File: config.mk
export PLATFORM = sky130hd
export DESIGN_NAME = mem_access_flat
export DESIGN_NICKNAME = d
export VERILOG_FILES = /design/src/rtl/mem_pkg.sv /design/src/rtl/mem_access_if.sv /design/src/rtl/mem_access_load_ext.sv /design/src/rtl/mem_access.sv /design/src/flat_wrapper.sv
export SDC_FILE = /design/constraint.sdc
export NUM_CORES = 1
export LEC_CHECK = 0
export CAP_MARGIN = 0
export CORE_UTILIZATION = 51
export CTS_BUF_LIST = sky130_fd_sc_hd__clkbuf_8
export CTS_CLUSTER_SIZE = 8
export DETAILED_ROUTE_END_ITERATION = 6
export GPL_TIMING_DRIVEN = 0
export HOLD_SLACK_MARGIN = 0.08
export PLACE_DENSITY = 0.88
export SETUP_SLACK_MARGIN = 0.3
export SLEW_MARGIN = 20
export SYNTH_ARGS = -nofsm -noshare
export SYNTH_HDL_FRONTEND = slang
export SYNTH_HIERARCHICAL = 1
export SYNTH_SLANG_ARGS = --single-unit
File: constraint.sdc
create_clock -name clk -period 8.6 [get_ports clk]
set_input_delay 0.86 -clock clk [delete_from_list [all_inputs] [get_ports clk]]
set_output_delay 0.86 -clock clk [all_outputs]
set_load 0.02 [all_outputs]
File: src/rtl/mem_pkg.sv
// rtl/mem_pkg.sv - memory-op encodings, FSM states and byte-lane helpers
package mem_pkg;

   typedef enum logic [3:0] {
      OP_NONE = 4'd0,
      OP_LB   = 4'd1,
      OP_LBU  = 4'd2,
      OP_LH   = 4'd3,
      OP_LHU  = 4'd4,
      OP_LW   = 4'd5,
      OP_SB   = 4'd6,
      OP_SH   = 4'd7,
      OP_SW   = 4'd8
   } mem_op_e;

   typedef enum logic [2:0] {
      ST_IDLE  = 3'd0,
      ST_REQ   = 3'd1,
      ST_WAIT  = 3'd2,
      ST_HOLD  = 3'd3,
      ST_DRAIN = 3'd4
   } mem_state_e;

   localparam logic [1:0] SZ_BYTE = 2'd0;
   localparam logic [1:0] SZ_HALF = 2'd1;
   localparam logic [1:0] SZ_WORD = 2'd2;

   function automatic logic op_is_load(input mem_op_e op);
      case (op)
         OP_LB, OP_LBU, OP_LH, OP_LHU, OP_LW: return 1'b1;
         default:                            return 1'b0;
      endcase
   endfunction

   function automatic logic op_is_store(input mem_op_e op);
      case (op)
         OP_SB, OP_SH, OP_SW: return 1'b1;
         default:             return 1'b0;
      endcase
   endfunction

   function automatic logic op_misaligned(input mem_op_e op, input logic [1:0] a);
      case (op)
         OP_LH, OP_LHU, OP_SH: return a[0];
         OP_LW, OP_SW:         return (a != 2'b00);
         default:              return 1'b0;
      endcase
   endfunction

   function automatic logic [1:0] op_size(input mem_op_e op);
      case (op)
         OP_LB, OP_LBU, OP_SB: return SZ_BYTE;
         OP_LH, OP_LHU, OP_SH: return SZ_HALF;
         default:              return SZ_WORD;
      endcase
   endfunction

   function automatic logic [3:0] op_wstrb(input mem_op_e op, input logic [1:0] a);
      case (op)
         OP_SB:   return 4'b0001 << a;
         OP_SH:   return a[1] ? 4'b1100 : 4'b0011;
         OP_SW:   return 4'b1111;
         default: return 4'b0000;
      endcase
   endfunction

   // Stores replicate the datum over every lane it may land in; loads send nothing
   function automatic logic [31:0] op_wdata(input mem_op_e op, input logic [31:0] d);
      case (op)
         OP_SB:   return {4{d[7:0]}};
         OP_SH:   return {2{d[15:0]}};
         OP_SW:   return d;
         default: return 32'd0;
      endcase
   endfunction

endpackage

File: src/rtl/mem_access_if.sv
// rtl/mem_access_if.sv - request/address_ok/data_ok data-bus bundle
interface mem_access_if #(
   parameter int ADDR_W = 32,
   parameter int DATA_W = 32
);
   logic                  data_req;
   logic                  data_wr;
   logic [1:0]            data_size;
   logic [ADDR_W-1:0]     data_addr;
   logic [DATA_W/8-1:0]   data_wstrb;
   logic [DATA_W-1:0]     data_wdata;
   logic                  data_addr_ok;
   logic                  data_data_ok;
   logic [DATA_W-1:0]     data_rdata;

   modport master (
      output data_req, data_wr, data_size, data_addr, data_wstrb, data_wdata,
      input  data_addr_ok, data_data_ok, data_rdata
   );

   modport slave (
      input  data_req, data_wr, data_size, data_addr, data_wstrb, data_wdata,
      output data_addr_ok, data_data_ok, data_rdata
   );
endinterface

File: src/rtl/mem_access_load_ext.sv
// rtl/mem_access_load_ext.sv - load lane select and sign/zero extension
module load_ext
   import mem_pkg::*;
(
   input  mem_op_e     op,
   input  logic [1:0]  addr,
   input  logic [31:0] rdata,
   output logic [31:0] result
);
   logic [7:0]  byte_sel;
   logic [15:0] half_sel;

   // Pick the addressed byte and half-word out of the returned word
   always_comb begin
      byte_sel = rdata[7:0];
      case (addr)
         2'd0: byte_sel = rdata[7:0];
         2'd1: byte_sel = rdata[15:8];
         2'd2: byte_sel = rdata[23:16];
         2'd3: byte_sel = rdata[31:24];
         default: byte_sel = rdata[7:0];
      endcase
      half_sel = addr[1] ? rdata[31:16] : rdata[15:0];
   end

   // Extend to 32 bits; non-load ops yield zero so stores never leak bus data
   always_comb begin
      result = 32'd0;
      case (op)
         OP_LB:   result = {{24{byte_sel[7]}}, byte_sel};
         OP_LBU:  result = {24'd0, byte_sel};
         OP_LH:   result = {{16{half_sel[15]}}, half_sel};
         OP_LHU:  result = {16'd0, half_sel};
         OP_LW:   result = rdata;
         default: result = 32'd0;
      endcase
   end
endmodule

File: src/rtl/mem_access.sv
// rtl/mem_access.sv - MIPS memory-stage data-bus access unit
module mem_access
   import mem_pkg::*;
#(
   parameter int ADDR_W = 32,
   parameter int DATA_W = 32
) (
   input  logic              clk,
   input  logic              rst,
   input  logic              valid_i,
   input  logic [3:0]        mem_op_i,
   input  logic [ADDR_W-1:0] addr_i,
   input  logic [DATA_W-1:0] wdata_i,
   input  logic              flush_i,
   input  logic              stall_i,
   mem_access_if.master      bus,
   output logic [DATA_W-1:0] rdata_o,
   output logic              done_o,
   output logic              stall_o,
   output logic              adel_o,
   output logic              ades_o,
   output logic [ADDR_W-1:0] badvaddr_o
);
   mem_state_e        state;
   mem_op_e           op_in;
   mem_op_e           cap_op;
   logic [ADDR_W-1:0] cap_addr;
   logic              cap_wr;
   logic [1:0]        cap_size;
   logic [3:0]        cap_wstrb;
   logic [DATA_W-1:0] cap_wdata;
   logic [DATA_W-1:0] hold_data;
   logic [DATA_W-1:0] ext_data;
   logic              op_live;
   logic              misaligned;
   logic              issue;
   logic              fault;
   logic              resp_done;

   // Unused encodings behave as a bubble
   assign op_in      = (mem_op_i > 4'd8) ? OP_NONE : mem_op_e'(mem_op_i);
   assign op_live    = valid_i & (op_in != OP_NONE);
   assign misaligned = op_misaligned(op_in, addr_i[1:0]);
   assign issue      = (state == ST_IDLE) & op_live & ~misaligned & ~flush_i;
   assign fault      = (state == ST_IDLE) & op_live & misaligned & ~flush_i;
   assign resp_done  = (state == ST_WAIT) & bus.data_data_ok & ~stall_i & ~flush_i;

   load_ext u_load_ext (
      .op     (cap_op),
      .addr   (cap_addr[1:0]),
      .rdata  (bus.data_rdata),
      .result (ext_data)
   );

   // Request fields come live from EX/MEM in the issue cycle, then from the captured copy
   always_comb begin
      bus.data_req   = 1'b0;
      bus.data_wr    = 1'b0;
      bus.data_size  = SZ_BYTE;
      bus.data_addr  = '0;
      bus.data_wstrb = '0;
      bus.data_wdata = '0;
      if (issue) begin
         bus.data_req   = 1'b1;
         bus.data_wr    = op_is_store(op_in);
         bus.data_size  = op_size(op_in);
         bus.data_addr  = addr_i;
         bus.data_wstrb = op_wstrb(op_in, addr_i[1:0]);
         bus.data_wdata = op_wdata(op_in, wdata_i);
      end else if (state == ST_REQ) begin
         bus.data_req   = 1'b1;
         bus.data_wr    = cap_wr;
         bus.data_size  = cap_size;
         bus.data_addr  = cap_addr;
         bus.data_wstrb = cap_wstrb;
         bus.data_wdata = cap_wdata;
      end
   end

   // Pipeline-facing results: completion, stall, load data and address exceptions
   always_comb begin
      rdata_o    = '0;
      done_o     = 1'b0;
      stall_o    = 1'b0;
      adel_o     = 1'b0;
      ades_o     = 1'b0;
      badvaddr_o = '0;
      case (state)
         ST_IDLE: begin
            stall_o = issue;
            done_o  = fault;
            adel_o  = fault & op_is_load(op_in);
            ades_o  = fault & ~op_is_load(op_in);
            if (fault) badvaddr_o = addr_i;
         end
         ST_REQ: begin
            stall_o = ~flush_i;
         end
         ST_WAIT: begin
            done_o  = resp_done;
            stall_o = ~flush_i & ~resp_done;
            if (resp_done) rdata_o = ext_data;
         end
         ST_HOLD: begin
            done_o  = 1'b1;
            rdata_o = hold_data;
         end
         ST_DRAIN: begin
            stall_o = op_live;
         end
         default: begin
            stall_o = 1'b0;
         end
      endcase
   end

   // Access sequencing: one outstanding access, flush withdraws or drains it
   always_ff @(posedge clk or posedge rst) begin
      if (rst) begin
         state     <= ST_IDLE;
         cap_op    <= OP_NONE;
         cap_addr  <= '0;
         cap_wr    <= 1'b0;
         cap_size  <= SZ_BYTE;
         cap_wstrb <= '0;
         cap_wdata <= '0;
         hold_data <= '0;
      end else begin
         case (state)
            ST_IDLE: begin
               if (issue) begin
                  cap_op    <= op_in;
                  cap_addr  <= addr_i;
                  cap_wr    <= op_is_store(op_in);
                  cap_size  <= op_size(op_in);
                  cap_wstrb <= op_wstrb(op_in, addr_i[1:0]);
                  cap_wdata <= op_wdata(op_in, wdata_i);
                  state     <= bus.data_addr_ok ? ST_WAIT : ST_REQ;
               end
            end
            ST_REQ: begin
               if (bus.data_addr_ok) state <= flush_i ? ST_DRAIN : ST_WAIT;
               else if (flush_i)     state <= ST_IDLE;
            end
            ST_WAIT: begin
               if (flush_i) begin
                  state <= bus.data_data_ok ? ST_IDLE : ST_DRAIN;
               end else if (bus.data_data_ok) begin
                  if (stall_i) begin
                     hold_data <= ext_data;
                     state     <= ST_HOLD;
                  end else begin
                     state <= ST_IDLE;
                  end
               end
            end
            ST_HOLD: begin
               if (~stall_i | flush_i) state <= ST_IDLE;
            end
            ST_DRAIN: begin
               if (bus.data_data_ok) state <= ST_IDLE;
            end
            default: state <= ST_IDLE;
         endcase
      end
   end
endmodule

File: src/flat_wrapper.sv
// flat-port wrapper written by rule: the top's interface ports become plain ports
module mem_access_flat import mem_pkg::*;
#(
   parameter int ADDR_W = 32,
   parameter int DATA_W = 32
)
  (clk, rst, valid_i, mem_op_i, addr_i, wdata_i, flush_i, stall_i, rdata_o, done_o, stall_o, adel_o, ades_o, badvaddr_o, bus_data_req, bus_data_wr, bus_data_size, bus_data_addr, bus_data_wstrb, bus_data_wdata, bus_data_addr_ok, bus_data_data_ok, bus_data_rdata);
  mem_access_if #(.ADDR_W(ADDR_W), .DATA_W(DATA_W)) bus_i ();
  input  logic clk;
  input  logic rst;
  input  logic valid_i;
  input  logic [3:0] mem_op_i;
  input  logic [ADDR_W-1:0] addr_i;
  input  logic [DATA_W-1:0] wdata_i;
  input  logic flush_i;
  input  logic stall_i;
  output logic [DATA_W-1:0] rdata_o;
  output logic done_o;
  output logic stall_o;
  output logic adel_o;
  output logic ades_o;
  output logic [ADDR_W-1:0] badvaddr_o;
  output wire logic [$bits(bus_i.data_req)-1:0] bus_data_req;
  output wire logic [$bits(bus_i.data_wr)-1:0] bus_data_wr;
  output wire logic [$bits(bus_i.data_size)-1:0] bus_data_size;
  output wire logic [$bits(bus_i.data_addr)-1:0] bus_data_addr;
  output wire logic [$bits(bus_i.data_wstrb)-1:0] bus_data_wstrb;
  output wire logic [$bits(bus_i.data_wdata)-1:0] bus_data_wdata;
  input wire logic [$bits(bus_i.data_addr_ok)-1:0] bus_data_addr_ok;
  input wire logic [$bits(bus_i.data_data_ok)-1:0] bus_data_data_ok;
  input wire logic [$bits(bus_i.data_rdata)-1:0] bus_data_rdata;
  assign bus_data_req = bus_i.data_req;
  assign bus_data_wr = bus_i.data_wr;
  assign bus_data_size = bus_i.data_size;
  assign bus_data_addr = bus_i.data_addr;
  assign bus_data_wstrb = bus_i.data_wstrb;
  assign bus_data_wdata = bus_i.data_wdata;
  assign bus_i.data_addr_ok = bus_data_addr_ok;
  assign bus_i.data_data_ok = bus_data_data_ok;
  assign bus_i.data_rdata = bus_data_rdata;
  mem_access #(.ADDR_W(ADDR_W), .DATA_W(DATA_W)) u_core (.clk(clk), .rst(rst), .valid_i(valid_i), .mem_op_i(mem_op_i), .addr_i(addr_i), .wdata_i(wdata_i), .flush_i(flush_i), .stall_i(stall_i), .bus(bus_i), .rdata_o(rdata_o), .done_o(done_o), .stall_o(stall_o), .adel_o(adel_o), .ades_o(ades_o), .badvaddr_o(badvaddr_o));
endmodule
======== Word-level counts from Yosys, hierarchy flattened ========
Index checks and enable logic that the tools add are counted.
word-level totals
  logic and storage cells ................. 109
  bits of input ports ..................... 107
  bits in registers ....................... 110
  output and inout port bits .............. 140
cells by class
  order comparisons ....................... 1
  mux-type cells .......................... 44
  shift operators ......................... 1
  reductions and logical operators ........ 12
  bitwise logic cells ..................... 18
  eq/ne operators ......................... 25
operators with widths
  cell                  count
  $mux W32              7
  $pmux W32 S5          1
  $pmux W32 S3          1
  $pmux W32 S2          1
  $pmux W8 S4           1
  $mux W3               9
  $eq A4 B3 Y1 const B  6
  $eq A4 B2 Y1 const B  4
  $mux W16              1
  $mux W4               4
  $pmux W3 S5           1
  $and A1 B1 Y1         12
  $pmux W4 S3           1
  $mux W1               9
  $reduce_or A3 Y1      3
  $eq A4 B1 Y1 const B  2
  $mux W2               4
  $eq A3 B2 Y1 const B  2
  $ne A3 B3 Y1 const B  2
  $not A1 Y1            5
  $reduce_and A5 Y1     1
  $reduce_or A5 Y1      1
  $eq A2 B2 Y1 const B  2
  $eq A4 B4 Y1 const B  1
  other kinds (19)      20

======== Logic depth before layout (Yosys ltp) ========
  depth after elaboration ................. 10
  gate-level depth with buffers ........... 8
  depth with buffers taken out ............ 5

======== Modules after synthesis ========
Netlist, hierarchy kept.
by module, submodules not included
  module      cells each  instances  area an instance (µm²)  sequential area each (µm²)
  mem_access  604         1          6,394.9                 2,752.6
  load_ext    115         1          879.6                   0.0

======== Worst setup path before layout ========
No wires, ideal clock.
  path kind ............................... input -> output
  from .................................... input addr_i[0]
  to ...................................... output bus_data_wdata[20]
  stages .................................. 8
  path slack .............................. 4.903 ns
  data required time ...................... 7.740 ns
  buffers on the path ..................... 4
  data arrival time ....................... 2.837 ns
  cell sequence ........................... clkbuf_1 > and4b_1 > a211o_1 > buf_6 > or3_1 > buf_6 > buf_6 > o31ai_1
between the ends
  cells in the longest elaborated chain, start to end .. 6
RTL lines
  element                        RTL line            RTL
  start, declared                flat_wrapper.sv:13  input logic [ADDR_W-1:0] addr_i;
  $reduce_bool A2 Y1             mem_pkg.sv:45       OP_LW, OP_SW: return (a != 2'b00);
  $pmux W1 S2 *                  mem_pkg.sv:43       case (op)
  $not A1 Y1 *                   mem_access.sv:44    assign issue = (state == ST_IDLE) & op_live & ~misaligned & ~flush_i;
  $and A1 B1 Y1 * (2 in series)  mem_access.sv:44
  $mux W32 *                     mem_access.sv:63    if (issue) begin
  end, declared                  flat_wrapper.sv:28  output wire logic [$bits(bus_i.data_wdata)-1:0] bus_data_wdata;
Mark *: on every way between the ends. The rest lies on a longest branch, timed or not.

======== Worst setup path in the final report ========
  from .................................... input mem_op_i[2]
  to ...................................... output bus_data_wdata[31]
between the ends
  cells in the longest elaborated chain, start to end .. 9
  elaborated cells between the ends (all ways) .. 19
  classes of those cells .................. 1 x order compare; 6 x eq/ne; 4 x mux; 5 x bitwise; 3 x reduce/logical
RTL lines
  element                                               RTL line            RTL
  start, declared                                       flat_wrapper.sv:12  input logic [3:0] mem_op_i;
  $gt A4 B4 Y1                                          mem_access.sv:41    assign op_in = (mem_op_i > 4'd8) ? OP_NONE : mem_op_e'(mem_op_i);
  $mux W4 *                                             mem_access.sv:41
  $eq A4 B2 Y1, or another cell as far along            mem_pkg.sv:43
  $reduce_or A3 Y1 or $reduce_or A2 Y1 (tied branches)  mem_pkg.sv:43
  $pmux W1 S2                                           mem_pkg.sv:43
  $not A1 Y1                                            mem_access.sv:44
  $and A1 B1 Y1 (2 in series)                           mem_access.sv:44
  $mux W32 *                                            mem_access.sv:63
Marked as above.

==> results.json <==
{
  "die_area_sq_mm": 0.0147,
  "io_pins": 247,
  "antenna_left": 0,
  "synth_seq_area_share_pct": 37.8,
  "routed_wl_um": 23700,
  "power_frac_clock_pct": 13.9,
  "cts_root_buffer": "clkbuf_8",
  "crit_buf_inv": 4,
  "nets": 1081,
  "min_period_ps": 5130,
  "r2r_start": "u_core/state[2]",
  "synth_edf_count": 0,
  "crit_end": "bus_data_wdata[31]",
  "post-route-util_pct": 73.2,
  "max_stage_delay_ps": 710,
  "hp-class": "reg2reg",
  "cts_resized": 0,
  "cp.arrival_ps": 4270,
  "viasPerCell": 6.28,
  "synth_top_area_share_pct": 37.8,
  "worstPathCellList": "clkdlybuf4s50_1, buf_2, nand2_1, nor3_1, clkbuf_1, a222oi_1, o31ai_1, clkdlybuf4s50_1",
  "fmax_mhz": 195,
  "design_area_sq_mm": 0.0102,
  "grt.total_usage_pct": 32.5,
  "numCtsBuffers": 9,
  "cts.clk_slew.worst_paths_ps": 100,
  "overflow": 0,
  "slew_viol_final": 0,
  "place_congestion": 0.954,
  "multiInputGateArea_sq_mm": 0.00407,
  "drc": 2,
  "drive_gt1_share_pct": 15.8,
  "p_per_area_mw_per_mm2": 223,
  "netlist_area_sq_mm": 0.00727,
  "holdPathStages": 1,
  "synth_common_cells": "dfrtp_1 (110), o31ai_1 (86), mux2_2 (84)",
  "h-tree-depth": 3,
  "synthesis.nets": 826,
  "cts_hold_buf": 0,
  "power_frac_comb_pct": 50.9,
  "grt_pass1_wl_um": 36800,
  "drv_cap": 0,
  "synth_top_area_cell": "dfrtp_1",
  "critPathMostFrequentCell": "clkdlybuf4s50_1",
  "antenna_found_initial": 1,
  "cpLargestDelayFamily": "buffers and inverters",
  "fin_tns_setup_ps": 0,
  "rr_endpoint": "u_core/cap_wstrb[0]",
  "die_x_um": 121,
  "core_area_sq_mm": 0.0139,
  "avgSynthCellArea_sq_um": 10.1,
  "cts_buffer_depth": 2,
  "synth_ff_type": "dfrtp_1",
  "crit_start": "mem_op_i[2]",
  "rrSetupSlack_ps": 6110,
  "grt_pass1_vias": 7123,
  "routed-via-count": 7279,
  "drt_iter0_markers": 706,
  "leakagePower_nw": 4.16,
  "postCtsSetupBuffers": 0,
  "ys_top_cells_by_area": "dfrtp_1 (38%), mux2_2 (13%), o31ai_1 (8.9%)",
  "clock_latency_ps": 400,
  "dp_hpwl_um": 17600,
  "crit_cells": 8,
  "clock_skew_ps": 13.1,
  "cts_sinks": 110,
  "worstSetupPathType": "in2out",
  "postPlaceCellArea_sq_mm": 0.00997,
  "fin_crit_sh_pct": 59.7,
  "wire_per_inst_um": 20.4,
  "num_rows": 43,
  "cts_tree": "built",
  "firstDrtPassIters": 7,
  "yosys_warnings": 6,
  "setup_viol": 0,
  "violations": "DRC",
  "seqPwrFrac_pct": 35.1,
  "worst_pin_slew_ps": 1130,
  "syn2layout_area_growth_pct": 39.7,
  "synth_seq_cells": 110,
  "fillers": 1062,
  "p_switching_uw": 908,
  "portBuffers": 243,
  "start_kind": "primary input",
  "async_flop_share_pct": 100,
  "reg2regPathDepth": 7,
  "maxSlewHeadroom_pct": 24.2,
  "p_int_mw": 1.36,
  "power_switching_share_pct": 40.0,
  "grt_max_degree": 69,
  "place_ws_ps": 3730,
  "rsz0062_at_grt": "no",
  "path_max_fanout": 10,
  "die_h_um": 121,
  "netlist_instances": 719,
  "ys_types": 64,
  "slowest_stage": "nor3_1",
  "final_cells": 1160,
  "worst_slack_ps": 3470,
  "start_util_pct": 52.4,
  "yosysMostFrequentCell": "dfrtp_1",
  "finalHoldViolCount": 0,
  "dpl.cell_count": 1143,
  "cp-end-kind": "primary output",
  "status": "complete, but fails checks",
  "crit_required_ps": 7740,
  "peakVddDrop_mv": 0.137,
  "seqCellArea_sq_mm": 0.00275
}
layout make-up:
| type | instances | share of cell area [%] |
|---|---|---|
| multi-input combinational | 513 | 40.0 |
| buffer | 76 | 3.79 |
| clock buffer | 12 | 1.62 |
| sequential | 110 | 27.1 |
| antenna | 1 | 0.0246 |
| inverter | 20 | 0.788 |
| timing repair buffer | 244 | 24.2 |
| tap | 180 | 2.22 |
| clock inverter | 4 | 0.283 |
cells in the final DEF (no fill, tap or decap), drive strengths merged, types with 5 or more instances in the layout:
cell type and count:
inv 23, o31ai 88, nand2b 6, mux4 8, and2 32, a21oi 5, clkbuf 55, a221o 8
clkdlybuf4s50 243, nor2b 7, a22oi 25, dfrtp 110, o21ai 10, buf 34, a32o 9, a222oi 8
mux2 86, nand2 84, a22o 65, nor2 14, nor3 6
cells by family (layout without fill, tap and decap cells):
kind of cell	after synthesis	after routing	synth area share [%]
AOI/OAI and AO/OA	234	234	26.4
xor gates and xnor gates	2	2	0.241
buffers and inverters	96	356	6.33
DFF	110	110	37.8
muxes	98	98	16.4
other	0	1	0
and+or+nand+nor	179	179	12.8
power groups by stage:
stage / registers (mW) / logic [mW] / clock network (mW)
floorplan: 0.773 / 0.757 / 0
global placement: 0.792 / 1.11 / 0
detailed placement: 0.806 / 1.14 / 0
CTS: 0.795 / 1.14 / 0.322
global route: 0.820 / 1.23 / 0.343
finish: 0.797 / 1.15 / 0.316
flip-flops by register name, summed over array words and instances, names as in the netlist:
register	flops
u_core/cap_addr	32
u_core/state	3
u_core/cap_wstrb	4
u_core/hold_data	32
u_core/cap_op	4
u_core/cap_wr	1
u_core/cap_wdata	32
u_core/cap_size	2
through the flow:
stage / power [mW] / hold WS (ps)
6_report: 2.27 / 497
4_1_cts: 2.26 / 501
5_1_grt: 2.39 / 532
3_5_place_dp: 1.95 / 473
3_3_place_gp: 1.90 / 462
2_1_floorplan: 1.53 / 451
worst min path at each step:
stage / from / endpoint / slack [ps]
6_report: u_core/hold_data[27] / u_core/hold_data[27] / 500
5_1_grt: u_core/cap_addr[19] / u_core/cap_addr[19] / 530
4_1_cts: u_core/hold_data[22] / u_core/hold_data[22] / 500
3_5_place_dp: u_core/cap_size[0] / u_core/cap_size[0] / 470
3_3_place_gp: u_core/cap_size[0] / u_core/cap_size[0] / 460
2_1_floorplan: u_core/cap_size[0] / u_core/cap_size[0] / 450
metal layers:
metal | wire length, um | global-route usage, % | vias up
met5 | 0 | 0 | -
met4 | 746 | 12.4 | 0
met3 | 2470 | 7.33 | 64
met2 | 11200 | 52.6 | 452
met1 | 9280 | 42.2 | 3499
li1 | - | - | 3264
Note: power is estimated with default switching activity, not from simulation.
